## src/rtl/mpsoc_trace_terminator_if.sv

```systemverilog
// Bundle between the trace terminator and its environment: per-core retire
// trace in, sticky run-control status and the serialised event stream out.
interface mpsoc_trace_terminator_if #(
  parameter int NUM_CORES = 4
);
  logic [NUM_CORES-1:0]    trace_valid;
  logic [NUM_CORES*32-1:0] trace_insn;
  logic [NUM_CORES*32-1:0] trace_r3;
  logic [NUM_CORES-1:0]    term;
  logic                    all_done;
  logic                    fail;
  logic                    timeout;
  logic                    overflow;
  logic                    evt_valid;
  logic [41:0]             evt_data;
  logic                    evt_ready;

  modport master (
    output trace_valid, trace_insn, trace_r3, evt_ready,
    input  term, all_done, fail, timeout, overflow, evt_valid, evt_data
  );

  modport slave (
    input  trace_valid, trace_insn, trace_r3, evt_ready,
    output term, all_done, fail, timeout, overflow, evt_valid, evt_data
  );
endinterface

```

## src/rtl/mpsoc_trace_terminator.sv

```systemverilog
// Run-control monitor: decodes l.nop exit/report/putc from every core's retire
// trace, keeps termination/fail/watchdog status and serialises events into a FIFO.
module mpsoc_trace_terminator #(
  parameter int          NUM_CORES  = 4,
  parameter int          FIFO_DEPTH = 8,
  parameter int          TIMEOUT    = 0,
  parameter logic [15:0] NOP_EXIT   = 16'h0001,
  parameter logic [15:0] NOP_REPORT = 16'h0002,
  parameter logic [15:0] NOP_PUTC   = 16'h0004
) (
  input  logic                      clk,
  input  logic                      rst,
  mpsoc_trace_terminator_if.slave   bus
);

  localparam int CW = (NUM_CORES > 1) ? $clog2(NUM_CORES) : 1;
  localparam int AW = $clog2(FIFO_DEPTH);

  typedef logic [41:0] evt_t;

  logic [NUM_CORES-1:0] term_reg;
  logic [NUM_CORES-1:0] live;
  logic [NUM_CORES-1:0] evt_hit;
  logic [NUM_CORES-1:0] exit_hit;
  logic [NUM_CORES-1:0] exit_fail;
  logic [NUM_CORES-1:0] grant;
  logic [NUM_CORES-1:0] drop;
  evt_t                 evt_word [NUM_CORES];

  logic [NUM_CORES-1:0] slot_full_reg;
  evt_t                 slot_data_reg [NUM_CORES];
  logic [CW-1:0]        ptr_reg;
  logic [CW-1:0]        sel_idx;
  logic                 sel_valid;

  logic                 all_done_reg;
  logic                 fail_reg;
  logic                 overflow_reg;
  logic                 timeout_reg;

  evt_t                 fifo_mem [FIFO_DEPTH];
  logic [AW:0]          wr_ptr_reg;
  logic [AW:0]          rd_ptr_reg;
  logic                 fifo_full;
  logic                 fifo_empty;
  logic                 push;
  logic                 pop;

  // Per-core decode; a terminated core's trace is invisible to everything.
  for (genvar gi = 0; gi < NUM_CORES; gi++) begin : g_dec
    logic [7:0]  opcode;
    logic [7:0]  unused_mid;
    logic [15:0] imm;
    logic [31:0] r3;
    logic        is_nop;
    logic        is_exit;
    logic        is_report;
    logic        is_putc;

    assign opcode     = bus.trace_insn[32*gi+24 +: 8];
    assign unused_mid = bus.trace_insn[32*gi+16 +: 8];
    assign imm        = bus.trace_insn[32*gi +: 16];
    assign r3         = bus.trace_r3[32*gi +: 32];
    assign is_nop     = (opcode == 8'h15);
    assign is_exit    = is_nop && (imm == NOP_EXIT);
    assign is_report  = is_nop && (imm == NOP_REPORT);
    assign is_putc    = is_nop && (imm == NOP_PUTC);

    assign live[gi]      = bus.trace_valid[gi] & ~term_reg[gi];
    assign exit_hit[gi]  = live[gi] & is_exit;
    assign exit_fail[gi] = exit_hit[gi] & (r3 != 32'h0);
    assign evt_hit[gi]   = live[gi] & (is_exit | is_report | is_putc);
    assign evt_word[gi]  = is_exit   ? {2'b00, 8'(gi), r3} :
                           is_report ? {2'b01, 8'(gi), r3} :
                                       {2'b10, 8'(gi), 24'h0, r3[7:0]};

    // A slot granted this cycle frees up in time to take the new event.
    assign grant[gi] = push && (sel_idx == CW'(gi));
    assign drop[gi]  = evt_hit[gi] & slot_full_reg[gi] & ~grant[gi];
  end

  // Round-robin pick: first full slot after the last granted core.
  always_comb begin
    logic [CW:0] idx;
    sel_valid = 1'b0;
    sel_idx   = '0;
    idx       = '0;
    for (int i = 1; i <= NUM_CORES; i++) begin
      idx = {1'b0, ptr_reg} + (CW+1)'(i);
      if (idx >= (CW+1)'(NUM_CORES)) begin
        idx = idx - (CW+1)'(NUM_CORES);
      end
      if (!sel_valid && slot_full_reg[idx[CW-1:0]]) begin
        sel_valid = 1'b1;
        sel_idx   = idx[CW-1:0];
      end
    end
  end

  assign fifo_empty = (wr_ptr_reg == rd_ptr_reg);
  assign fifo_full  = (wr_ptr_reg[AW-1:0] == rd_ptr_reg[AW-1:0]) &&
                      (wr_ptr_reg[AW] != rd_ptr_reg[AW]);
  assign pop        = ~fifo_empty & bus.evt_ready;
  assign push       = sel_valid & (~fifo_full | pop);

  always_ff @(posedge clk or posedge rst) begin
    if (rst) begin
      term_reg      <= '0;
      all_done_reg  <= 1'b0;
      fail_reg      <= 1'b0;
      overflow_reg  <= 1'b0;
      slot_full_reg <= '0;
      ptr_reg       <= '0;
      wr_ptr_reg    <= '0;
      rd_ptr_reg    <= '0;
    end else begin
      term_reg      <= term_reg | exit_hit;
      all_done_reg  <= &term_reg;
      fail_reg      <= fail_reg | (|exit_fail);
      overflow_reg  <= overflow_reg | (|drop);
      slot_full_reg <= (slot_full_reg & ~grant) | evt_hit;
      if (push) begin
        wr_ptr_reg <= wr_ptr_reg + 1'b1;
        ptr_reg    <= sel_idx;
      end
      if (pop) begin
        rd_ptr_reg <= rd_ptr_reg + 1'b1;
      end
    end
  end

  // Payload storage needs no reset: validity lives in the flags and pointers.
  always_ff @(posedge clk) begin
    for (int c = 0; c < NUM_CORES; c++) begin
      if (evt_hit[c] && !drop[c]) begin
        slot_data_reg[c] <= evt_word[c];
      end
    end
    if (push) begin
      fifo_mem[wr_ptr_reg[AW-1:0]] <= slot_data_reg[sel_idx];
    end
  end

  if (TIMEOUT > 0) begin : g_wd
    localparam int WW = $clog2(TIMEOUT + 1);
    logic [WW-1:0] wd_reg;

    always_ff @(posedge clk or posedge rst) begin
      if (rst) begin
        wd_reg      <= '0;
        timeout_reg <= 1'b0;
      end else if (|live) begin
        wd_reg <= '0;
      end else if (!all_done_reg && !timeout_reg) begin
        if (wd_reg == WW'(TIMEOUT - 1)) begin
          timeout_reg <= 1'b1;
        end else begin
          wd_reg <= wd_reg + 1'b1;
        end
      end
    end
  end else begin : g_no_wd
    assign timeout_reg = 1'b0;
  end

  assign bus.term      = term_reg;
  assign bus.all_done  = all_done_reg;
  assign bus.fail      = fail_reg;
  assign bus.overflow  = overflow_reg;
  assign bus.timeout   = timeout_reg;
  assign bus.evt_valid = ~fifo_empty;
  assign bus.evt_data  = fifo_empty ? '0 : fifo_mem[rd_ptr_reg[AW-1:0]];

endmodule

```

## src/flat_wrapper.sv

```systemverilog
// flat-port wrapper written by rule: the top's interface ports become plain ports
module mpsoc_trace_terminator_flat 
#(
  parameter int          NUM_CORES  = 4,
  parameter int          FIFO_DEPTH = 8,
  parameter int          TIMEOUT    = 0,
  parameter logic [15:0] NOP_EXIT   = 16'h0001,
  parameter logic [15:0] NOP_REPORT = 16'h0002,
  parameter logic [15:0] NOP_PUTC   = 16'h0004
)
  (clk, rst, bus_trace_valid, bus_trace_insn, bus_trace_r3, bus_evt_ready, bus_term, bus_all_done, bus_fail, bus_timeout, bus_overflow, bus_evt_valid, bus_evt_data);
  mpsoc_trace_terminator_if #(.NUM_CORES(NUM_CORES)) bus_i ();
  input  logic clk;
  input  logic rst;
  input wire logic [$bits(bus_i.trace_valid)-1:0] bus_trace_valid;
  input wire logic [$bits(bus_i.trace_insn)-1:0] bus_trace_insn;
  input wire logic [$bits(bus_i.trace_r3)-1:0] bus_trace_r3;
  input wire logic [$bits(bus_i.evt_ready)-1:0] bus_evt_ready;
  output wire logic [$bits(bus_i.term)-1:0] bus_term;
  output wire logic [$bits(bus_i.all_done)-1:0] bus_all_done;
  output wire logic [$bits(bus_i.fail)-1:0] bus_fail;
  output wire logic [$bits(bus_i.timeout)-1:0] bus_timeout;
  output wire logic [$bits(bus_i.overflow)-1:0] bus_overflow;
  output wire logic [$bits(bus_i.evt_valid)-1:0] bus_evt_valid;
  output wire logic [$bits(bus_i.evt_data)-1:0] bus_evt_data;
  assign bus_i.trace_valid = bus_trace_valid;
  assign bus_i.trace_insn = bus_trace_insn;
  assign bus_i.trace_r3 = bus_trace_r3;
  assign bus_i.evt_ready = bus_evt_ready;
  assign bus_term = bus_i.term;
  assign bus_all_done = bus_i.all_done;
  assign bus_fail = bus_i.fail;
  assign bus_timeout = bus_i.timeout;
  assign bus_overflow = bus_i.overflow;
  assign bus_evt_valid = bus_i.evt_valid;
  assign bus_evt_data = bus_i.evt_data;
  mpsoc_trace_terminator #(.NUM_CORES(NUM_CORES), .FIFO_DEPTH(FIFO_DEPTH), .TIMEOUT(TIMEOUT), .NOP_EXIT(NOP_EXIT), .NOP_REPORT(NOP_REPORT), .NOP_PUTC(NOP_PUTC)) u_core (.clk(clk), .rst(rst), .bus(bus_i));
endmodule
```

## config.mk

```make
export PLATFORM = sky130hd
export DESIGN_NAME = mpsoc_trace_terminator_flat
export DESIGN_NICKNAME = d
export VERILOG_FILES = /design/src/rtl/mpsoc_trace_terminator_if.sv /design/src/rtl/mpsoc_trace_terminator.sv /design/src/flat_wrapper.sv
export SDC_FILE = /design/constraint.sdc
export NUM_CORES = 1
export LEC_CHECK = 0
export BUFFER_PORTS_ARGS = -buffer_cell sky130_fd_sc_hd__buf_4
export CAP_MARGIN = 20
export CORE_MARGIN = 10
export CORE_UTILIZATION = 55
export DETAILED_ROUTE_END_ITERATION = 10
export PLACE_DENSITY = 0.78
export SETUP_SLACK_MARGIN = 0.1
export SKIP_LAST_GASP = 1
export SLEW_MARGIN = 20
export SYNTH_ARGS = -nofsm -noshare
export SYNTH_HDL_FRONTEND = slang
export SYNTH_SLANG_ARGS = --single-unit
```

## constraint.sdc

```tcl
create_clock -name clk -period 8.5 [get_ports clk]
set_clock_uncertainty 0.2 [all_clocks]
set_input_delay 0.85 -clock clk [delete_from_list [all_inputs] [get_ports clk]]
set_output_delay 0.85 -clock clk [all_outputs]
set_load 0.01 [all_outputs]
```

==> out/metrics.yaml, run 1 <==
status:
  status: "finished clean"
sta:
  worst_pin_slew_ps: 968
  finalSetupViolCount: 0
  maxSlewHeadroom_pct: 35.5
  hold_viol: 0
  fmax_ghz: 0.230
  min_period_ps: 4350
  slew_viol_final: 0
  grt_setup_unrepaired: "no"
  final.setup.tns_ps: 0
  hold_ws_ps: 293
  fin_crit_sh_pct: 51.2
  fin_ws_ps: 4150
worst_setup_path:
  critPathTopFamily: "flip-flops"
  end_kind: "output pin"
  cp_num_buf_inv: 2
  critPathSlowestCell: "dfrtp_4"
  arrival_ps: 3300
  crit_path_cell_trace: "buf_4 -> mux4_2 -> mux2i_1 -> nor2_1 -> buf_4"
  worstPathRequired_ps: 7450
  r2r-end: "u_core.fifo_mem[0][16]"
  r2r_cells: 6
  r2r_start: "u_core.slot_full_reg[2]"
  start_kind: "register"
  cpMostUsedCell: "buf_4"
  worstSetupPathType: "register to output pin"
  cp-startpoint: "u_core.rd_ptr_reg[0]"
  crit_path_max_fanout: 40
  slowest_delay_ps: 930
  ff2ff_setup_slack_ps: 5110
route:
  ant_nets: 0
  vias: 11300
  drc_errors: 0
  wl_mm: 49.4
  wl_per_cell_microns: 26.1
  initialDrtViolationCount: 1098
  viasPerCell: 6.00
  dr.pass1.iters: 6
clock_tree:
  clockBufferDepth: 3
  root_buffer: "clkbuf_16"
  cts_resized: 0
  worstSkewPairLatency_ps: 530
  holdBufCountCts: 0
  postCtsSetupRepairBufs: 0
  cts_tree: "yes"
  clk_pin_slew_ps: 60
  ctsHtreeMaxLevel: 2
  numCtsBuffers: 42
  clock-sinks: 445
worst_hold_path:
  whs_endpoint: "u_core.bus.overflow"
  hold_start: "u_core.bus.overflow"
  worstHoldPathCells: 2
  min_path_type: "register to register"
synthesis:
  syn_area_sq_um: 18600
  synthArstFlopShare_pct: 4.72
  ys_ff_latch: 445
  ys.flop_type: "edfxtp_1"
  syn-instance-count: 1139
  syn_area_per_cell_sq_um: 16.4
  synth-edff-count: 424
  ys_types: 57
  yosysSeqAreaShare_pct: 71.1
  synth_warnings: 0
final_layout:
  fin_util_pct: 67.3
  design_area_sq_um: 22500
  largest_reg_flops: 288
  fin_nets: 1679
  drive_gt1_share_pct: 31.5
  area_growth_pct: 20.7
floorplanning:
  start_util_pct: 55.7
  fp.dieH_microns: 204
  design.portCount: 314
  row_count: 67
  coreArea_sq_um: 33400
  die_area_sq_um: 41600
  die_x_microns: 204
power:
  power_density_nw_per_um2: 224
  pwr-share-seq_pct: 49.2
  p_clk_share_pct: 35.4
  p_sw_w: 0.00122
  vdd_drop_max_mv: 0.133
  internal-power_w: 0.00381
  power_frac_comb_pct: 15.4
  power_switching_share_pct: 24.3
  leakage_nw: 7.23
job:
  drv_cap: 0
global_route:
  grt_usage_pct: 23.6
  grt_first_pass_wirelength_mm: 74.1
  grt_overflow: 0
  top_usage_layer: "met2"
  grt_max_degree: 78
  antenna_found_initial: 1
  grt_pass1_vias: 12100
  met2_usage_pct: 40.7
  grt_util_met3_pct: 4.69
  gr-usage-met1_pct: 30.0
place:
  dp_hpwl_mm: 32.9
  place_area_sq_um: 21200
  pre_cts_ws_ps: 4530
  io_buffers: 274
  gp_congestion: 0.902
-- placed cells by master, fill, tap and decap left out, drive strengths merged, types with 8 or more instances in the layout --
| cell | Yosys | final |
|---|---|---|
| a211oi | 34 | 34 |
| nand2 | 91 | 91 |
| buf | 40 | 296 |
| edfxtp | 424 | 424 |
| xor2 | 9 | 9 |
| nor4 | 41 | 41 |
| o21ai | 8 | 8 |
| nand4 | 12 | 12 |
| dfrtp | 21 | 21 |
| nor2b | 8 | 8 |
| nor2 | 45 | 45 |
| clkinv | 0 | 11 |
| mux4 | 72 | 72 |
| clkbuf | 31 | 54 |
| and2 | 66 | 66 |
| inv | 14 | 15 |
| a31oi | 37 | 37 |
| and3 | 74 | 74 |
| mux2i | 37 | 37 |
| nor3 | 10 | 10 |
-- layout make-up --
type,instances,area [sq um]
clock buffers,54,1120
clock inverters,17,163
repair buffers,296,2240
inverters,14,52.6
diodes,1,2.50
flip-flops and latches,445,13300
fillers,2232,10900
multi-input cells,615,5100
well taps,448,561
-- per-stage QoR --
step                cells  power, W
global route         1890   0.00520
floorplan            1145   0.00298
detailed placement   1817   0.00332
global placement     1817   0.00331
CTS                  1888   0.00507
finish               1890   0.00503
-- Yosys cell counts, types with 9 or more instances --
master	count	area share (%)
and3_1	74	2.5
edfxtp_1	424	68
nor2_1	44	0.89
buf_2	19	0.51
nand2_1	91	1.8
nor4_1	39	1.3
dfrtp_1	21	2.8
nand4_1	12	0.40
mux4_2	72	8.7
a211oi_1	34	1.4
buf_4	11	0.44
inv_1	13	0.26
mux2i_1	37	2.0
a31oi_1	37	1.2
clkbuf_1	31	0.62
and2_1	62	2.1
xor2_1	9	0.42
-- worst min-delay path: stages, from the launching register on --
cell     delay (ps)
dfrtp_1         350
a31oi_1          50
nand3_1          60
-- power by group through the flow --
stage / clock [W] / combinational [W] / sequential (W)
after detailed placement: 0 / 0.000792 / 0.00253
after CTS: 0.00180 / 0.000798 / 0.00248
after global routing: 0.00188 / 0.000839 / 0.00249
after floorplan: 0 / 0.000549 / 0.00243
after global placement: 0 / 0.000786 / 0.00253
final: 0.00178 / 0.000777 / 0.00248
-- cell families after synthesis --
| logic type | share of synthesized area, % |
|---|---|
| flip-flops | 71.1 |
| AND/OR/NAND/NOR | 11.2 |
| multiplexers | 10.8 |
| AO/OA/AOI/OAI | 3.83 |
| buffers and inverters | 2.14 |
| XOR/XNOR | 0.752 |
| adder cells (fa/ha/maj) | 0.134 |
| other | 0.0201 |
-- metal layers --
layer | share of wire (%) | vias to the layer above
li1 | - | 5036
met1 | 38 | 5677
met2 | 52 | 570
met3 | 7.8 | 64
met4 | 2.2 | 0
met5 | 0 | -
-- worst max path at each step --
stage	slack [ps]	end	cells after the start
after global routing	3850	bus_evt_data[13]	5
after global placement	4570	u_core.slot_data_reg[2][30]	7
final	4150	bus_evt_data[13]	5
after detailed placement	4530	u_core.slot_data_reg[2][28]	7
after CTS	4000	bus_evt_data[13]	5
after floorplan	3830	u_core.fifo_mem[4][0]	4
Note: power is estimated with default switching activity, not from simulation.
==> inputs of run 2 (changes only) <==
Settings changed: ABC_AREA set to 1, CORE_UTILIZATION 55 to 51, PLACE_DENSITY 0.78 to 0.76.
Clock period 8.5 ns to 3.55 ns, I/O delays scaled along.
==> run 2 against run 1 <==
Cell area up 12%. Largest cell class unchanged. Synthesized cell count is 68% higher. Hold slack worse by 270 ps. Highest routed layer unchanged. Core utilization decreased by 1.8 points. Worst setup slack lost 3800 ps. Largest power group unchanged. Die area is 13% higher.
==> out/metrics.yaml, run 2 <==
clock_tree:
  postCtsSetupRepairBufs: 0
  ctsHtreeMaxLevel: 2
  numCtsBuffers: 44
  root_buffer: "clkbuf_16"
  clock-sinks: 445
  cts_tree: "yes"
  clk_pin_slew_ps: 60
  holdBufCountCts: 126
  cts_resized: 0
  clockBufferDepth: 3
  worstSkewPairLatency_ps: 540
worst_hold_path:
  min_path_type: "input port to register"
sta:
  hold_viol: 0
  slew_viol_final: 0
  fin_ws_ps: 304
  min_period_ps: 3250
  fin_crit_sh_pct: 91.4
  finalSetupViolCount: 0
  grt_setup_unrepaired: "no"
  final.setup.tns_ps: 0
  hold_ws_ps: 21.4
  worst_pin_slew_ps: 965
  fmax_ghz: 0.308
  maxSlewHeadroom_pct: 35.6
global_route:
  grt_first_pass_wirelength_mm: 87.0
  grt_overflow: 0
  antenna_found_initial: 5
  grt_usage_pct: 23.3
  grt_pass1_vias: 16000
  grt_max_degree: 148
final_layout:
  multi_input_area_sq_um: 5360
  final_common_cell: "edfxtp_1"
  nFillCells: 2837
  largest_reg_flops: 288
  final_cell_mix: "edfxtp_1 (424), nor2_1 (397), buf_4 (292), nand2_1 (247), o21ai_0 (224)"
  design_area_sq_um: 25200
  area_growth_pct: 27.2
  final_cells: 2857
  register_area_sq_um: 13300
  drive_gt1_share_pct: 18.6
  fin_nets: 2567
floorplanning:
  start_util_pct: 51.5
  die_x_microns: 217
  die_area_sq_um: 47200
  fp.dieH_microns: 217
  design.portCount: 314
  coreArea_sq_um: 38600
  row_count: 72
synthesis:
  synth_most_common_cell: "edfxtp_1"
  yosysSeqAreaShare_pct: 66.8
  ys_types: 38
  synth_warnings: 0
  syn-instance-count: 1916
  synth_top_area_share_pct: 64.1
  syn_area_sq_um: 19900
  synth.area.top_cells: "edfxtp_1 (64%), nor2_1 (7.6%), o21ai_0 (5.6%)"
  synth_top_cell_by_area: "edfxtp_1"
  synth_common_cells: "edfxtp_1 (424), nor2_1 (404), nand2_1 (247), o21ai_0 (224), inv_1 (218)"
  ys_ff_latch: 445
  ys.flop_type: "edfxtp_1"
  synth-edff-count: 424
  syn_area_per_cell_sq_um: 10.4
  synthArstFlopShare_pct: 4.72
status:
  status: "finished clean"
route:
  drc_errors: 0
  wl_mm: 56.5
  initialDrtViolationCount: 1322
  dr.pass1.iters: 5
  vias: 15600
  wl_per_cell_microns: 19.8
  viasPerCell: 5.45
  ant_nets: 0
place:
  gp_congestion: 0.917
  pre_cts_ws_ps: 520
  place_area_sq_um: 22600
  io_buffers: 274
  dp.cells: 2648
  dp_hpwl_mm: 35.6
power:
  vdd_drop_max_mv: 0.610
  leakage_nw: 9.83
  power_density_nw_per_um2: 622
worst_setup_path:
  ff2ff_setup_slack_ps: 470
  end_kind: "output pin"
  start_kind: "register"
  worstPathRequired_ps: 2990
  worstSetupPathType: "register to output pin"
  arrival_ps: 2690
  crit_path_max_fanout: 74
job:
  drv_cap: 0
[run 2: where the power goes]
part / internal [W] / switching [W] / leakage [nW]
combinational: 0.00181 / 0.00310 / 4.99
sequential: 0.00616 / 0.000137 / 4.15
clock: 0.00264 / 0.00187 / 0.684
[run 2: path summary, 6_finish.rpt]
check | cells past startpoint | from | endpoint
worst min-delay path | 3 | bus_trace_r3[22] | u_core.slot_data_reg[0][22]
max in group asynchronous | 3 | rst | u_core.rd_ptr_reg[0]
worst max-delay path | 6 | u_core.rd_ptr_reg[1] | bus_evt_data[18]
min in group asynchronous | 3 | rst | u_core.rd_ptr_reg[0]
worst max register to register | 12 | u_core.ptr_reg[0] | u_core.fifo_mem[6][25]
worst min register to register | 2 | u_core.bus.overflow | u_core.bus.overflow
[run 2: per-stage QoR]
stage          power (W)  utilization (%)
2_1_floorplan    0.00912                -
3_3_place_gp      0.0111             58.5
3_5_place_dp      0.0112             58.5
4_1_cts           0.0158             65.4
5_1_grt           0.0165             65.5
6_report          0.0157             65.5
[run 2: layout make-up]
class,instances,area share [%]
Antenna cell,5,0.0496
Clock buffer,59,4.70
Clock inverter,19,0.838
Inverter,225,3.37
Multi-Input combinational cell,1155,21.2
Sequential cell,445,52.5
Tap cell,518,2.57
Timing Repair Buffer,431,14.7
[run 2: cells by family after synthesis]
family | count (synthesis) | share of synthesized area [%]
buffers and inverters | 322 | 6.71
XOR/XNOR | 7 | 0.309
AND/OR/NAND/NOR | 803 | 16.7
flip-flops | 445 | 66.8
adder cells (fa/ha/maj) | 2 | 0.126
AO/OA/AOI/OAI | 336 | 9.34
other | 1 | 0.0189
[run 2: per-layer routing]
metal / track usage (%) / wire (microns) / vias up
met4: 10.2 / 2230 / 0
li1: - / - / 7272
met1: 28.4 / 21700 / 7334
met3: 4.37 / 4550 / 141
met2: 40.0 / 28000 / 823
met5: 0 / 0 / -
[run 2: critical path, cell delays in order, from the launching register on]
cell and delay (ps):
dfrtp_2 370, buf_4 710, o21ai_0 190, o22ai_1 250
o21ai_0 120, a31oi_1 300, buf_4 190
==> inputs of run 3 (changes only) <==
--- a/config.mk
+++ b/config.mk
@@ -8,8 +8,8 @@
 export ABC_AREA = 1
-export BUFFER_PORTS_ARGS = -buffer_cell sky130_fd_sc_hd__buf_4
 export CAP_MARGIN = 20
 export CORE_MARGIN = 10
-export CORE_UTILIZATION = 51
+export CORE_UTILIZATION = 55
 export DETAILED_ROUTE_END_ITERATION = 10
-export PLACE_DENSITY = 0.76
+export DONT_BUFFER_PORTS = 1
+export PLACE_DENSITY = 0.73
 export SETUP_SLACK_MARGIN = 0.1
==> constraint.sdc (replaced) <==
create_clock -name clk -period 3.55 [get_ports clk]
set_clock_uncertainty 0.2 [all_clocks]
set_input_delay 1.065 -clock clk [delete_from_list [all_inputs] [get_ports clk]]
set_output_delay 1.065 -clock clk [all_outputs]
set_load 0.01 [all_outputs]
==> run 3 against run 2 <==
The flow now finishes with violations (setup timing). First-iteration DRC count up 0.53%. Wire length down 2.5%. Critical path depth up 2. Worst setup slack worse by 340 ps. Sequential cell count unchanged. Final cell count down 15%. Cell area down 11%. Die area down 6.6%. Hold slack better by 260 ps. Sequential share of layout area up 6.4 points. Maximum frequency down 9.4%. Global-route usage up 0.67 points. Critical path type unchanged. Largest power group unchanged.
==> out/metrics.yaml, run 3 (same netlist as run 2, synthesis figures left out) <==
global_route:
  grt_overflow: 0
  antenna_found_initial: 1
  grt_pass1_vias: 14100
  grt_max_degree: 81
  grt_usage_pct: 24.0
  grt_first_pass_wirelength_mm: 82.0
floorplanning:
  row_count: 69
  fp.dieH_microns: 210
  coreArea_sq_um: 35600
  design.portCount: 314
  die_x_microns: 210
  start_util_pct: 55.8
  die_area_sq_um: 44100
final_layout:
  nFillCells: 2697
  final_cell_mix: "edfxtp_1 (424), nor2_1 (394), nand2_1 (243), inv_1 (214), o21ai_0 (208)"
  area_growth_pct: 13.4
  final_cells: 2427
  design_area_sq_um: 22500
  largest_reg_flops: 288
  drive_gt1_share_pct: 11.6
  fin_nets: 2197
  final_common_cell: "edfxtp_1"
clock_tree:
  holdBufCountCts: 0
  root_buffer: "clkbuf_16"
  numCtsBuffers: 43
  ctsHtreeMaxLevel: 2
  worstSkewPairLatency_ps: 550
  clockBufferDepth: 3
  clock-sinks: 445
  clk_pin_slew_ps: 60
  cts_tree: "yes"
sta:
  hold_viol: 0
  worst_pin_slew_ps: 957
  finalSetupViolCount: 3
  fin_ws_ps: -32.2
  grt_setup_unrepaired: "yes"
  slew_viol_final: 0
  fmax_ghz: 0.279
  fin_crit_sh_pct: 101
  min_period_ps: 3580
  maxSlewHeadroom_pct: 36.1
place:
  dp.cells: 2328
  place_area_sq_um: 20600
  io_buffers: 0
  gp_congestion: 0.901
  dp_hpwl_mm: 34.3
power:
  power_density_nw_per_um2: 701
  leakage_nw: 8.25
  report.power.total_w: 0.0158
  vdd_drop_max_mv: 0.507
worst_setup_path:
  start_kind: "register"
  crit_path_max_fanout: 30
  worstSetupPathType: "register to output pin"
  worstPathRequired_ps: 2280
  end_kind: "output pin"
  arrival_ps: 2320
route:
  viasPerCell: 5.80
  initialDrtViolationCount: 1329
  wl_per_cell_microns: 22.7
  wl_mm: 55.1
  ant_nets: 0
  drc_errors: 0
  dr.pass1.iters: 5
  vias: 14100
status:
  status: "complete, but fails checks"
  violations: "setup timing"
worst_hold_path:
  min_path_type: "register to register"
job:
  drv_cap: 0
run 3: cell count changes in the layout (fill, tap and decap cells not counted), sizes merged:
cell / change
buf: -246
dlygate4sd3: -126
clkinv: +5
diode: -4
bufinv: -2
clkinvlp: +2
clkbuf: -1
inv: -1
run 3: final timing paths:
kind,start,end,slack (ps),cells past startpoint
setup / recovery,u_core.rd_ptr_reg[0],bus_evt_data[18],-30,8
hold / removal,u_core.wr_ptr_reg[3],u_core.wr_ptr_reg[3],290,1
setup reg to reg,u_core.ptr_reg[0],u_core.fifo_mem[3][10],550,13
hold reg to reg,u_core.wr_ptr_reg[3],u_core.wr_ptr_reg[3],290,1
max in group asynchronous,rst,u_core.rd_ptr_reg[0],2010,1
min in group asynchronous,rst,u_core.bus.term[2],430,1
run 3: worst max-delay path, stage by stage, from the launching register on:
cell and delay [ps]:
dfrtp_4 450, buf_4 130, buf_12 140, buf_16 200, o21ai_0 120, o22ai_1 250
o21ai_2 80, a31oi_1 220, buf_4 190
run 3: layout make-up:
class | count | area [sq um] | area share, %
clock buffer | 55 | 1140 | 5.07
tap | 461 | 577 | 2.56
antenna | 1 | 2.50 | 0.0111
sequential | 445 | 13300 | 58.9
clock inverter | 23 | 174 | 0.772
multi-input combinational | 1155 | 5550 | 24.7
inverter | 225 | 857 | 3.81
timing repair buffer | 62 | 951 | 4.22
run 3: through the flow:
stage / setup WS, ps / hold slack [ps] / setup TNS (ps) / utilization [%]
floorplan: -176 / 260 / -21030 / -
global placement: 434 / 275 / 0 / 58.0
detailed placement: 376 / 276 / 0 / 58.0
CTS: 11.0 / 288 / 0 / 62.7
global route: -163 / 319 / -3490 / 63.3
finish: -32.2 / 286 / -62.3 / 63.3
run 3: repair_timing:
item                       in CTS  in global routing
pin swaps                       2                  4
cloned                          6                  3
buffers inserted                7                  4
setup endpoints to repair      36                 37
resized for setup              35                 41
run 3: per-layer routing:
| metal | routed length [microns] | track usage (%) | vias up |
|---|---|---|---|
| met5 | 0 | 0 | - |
| met2 | 27600 | 40.5 | 729 |
| met1 | 20300 | 29.1 | 6705 |
| li1 | - | - | 6531 |
| met4 | 2160 | 10.2 | 0 |
| met3 | 5070 | 5.71 | 107 |
run 3: where the power goes:
| part | leakage [nW] | internal [W] | total [W] | switching, W |
|---|---|---|---|---|
| registers | 4.15 | 0.00616 | 0.00632 | 0.000154 |
| clock network | 0.632 | 0.00243 | 0.00431 | 0.00189 |
| logic | 3.46 | 0.00178 | 0.00517 | 0.00339 |
| total | 8.25 | 0.0104 | 0.0158 | 0.00543 |
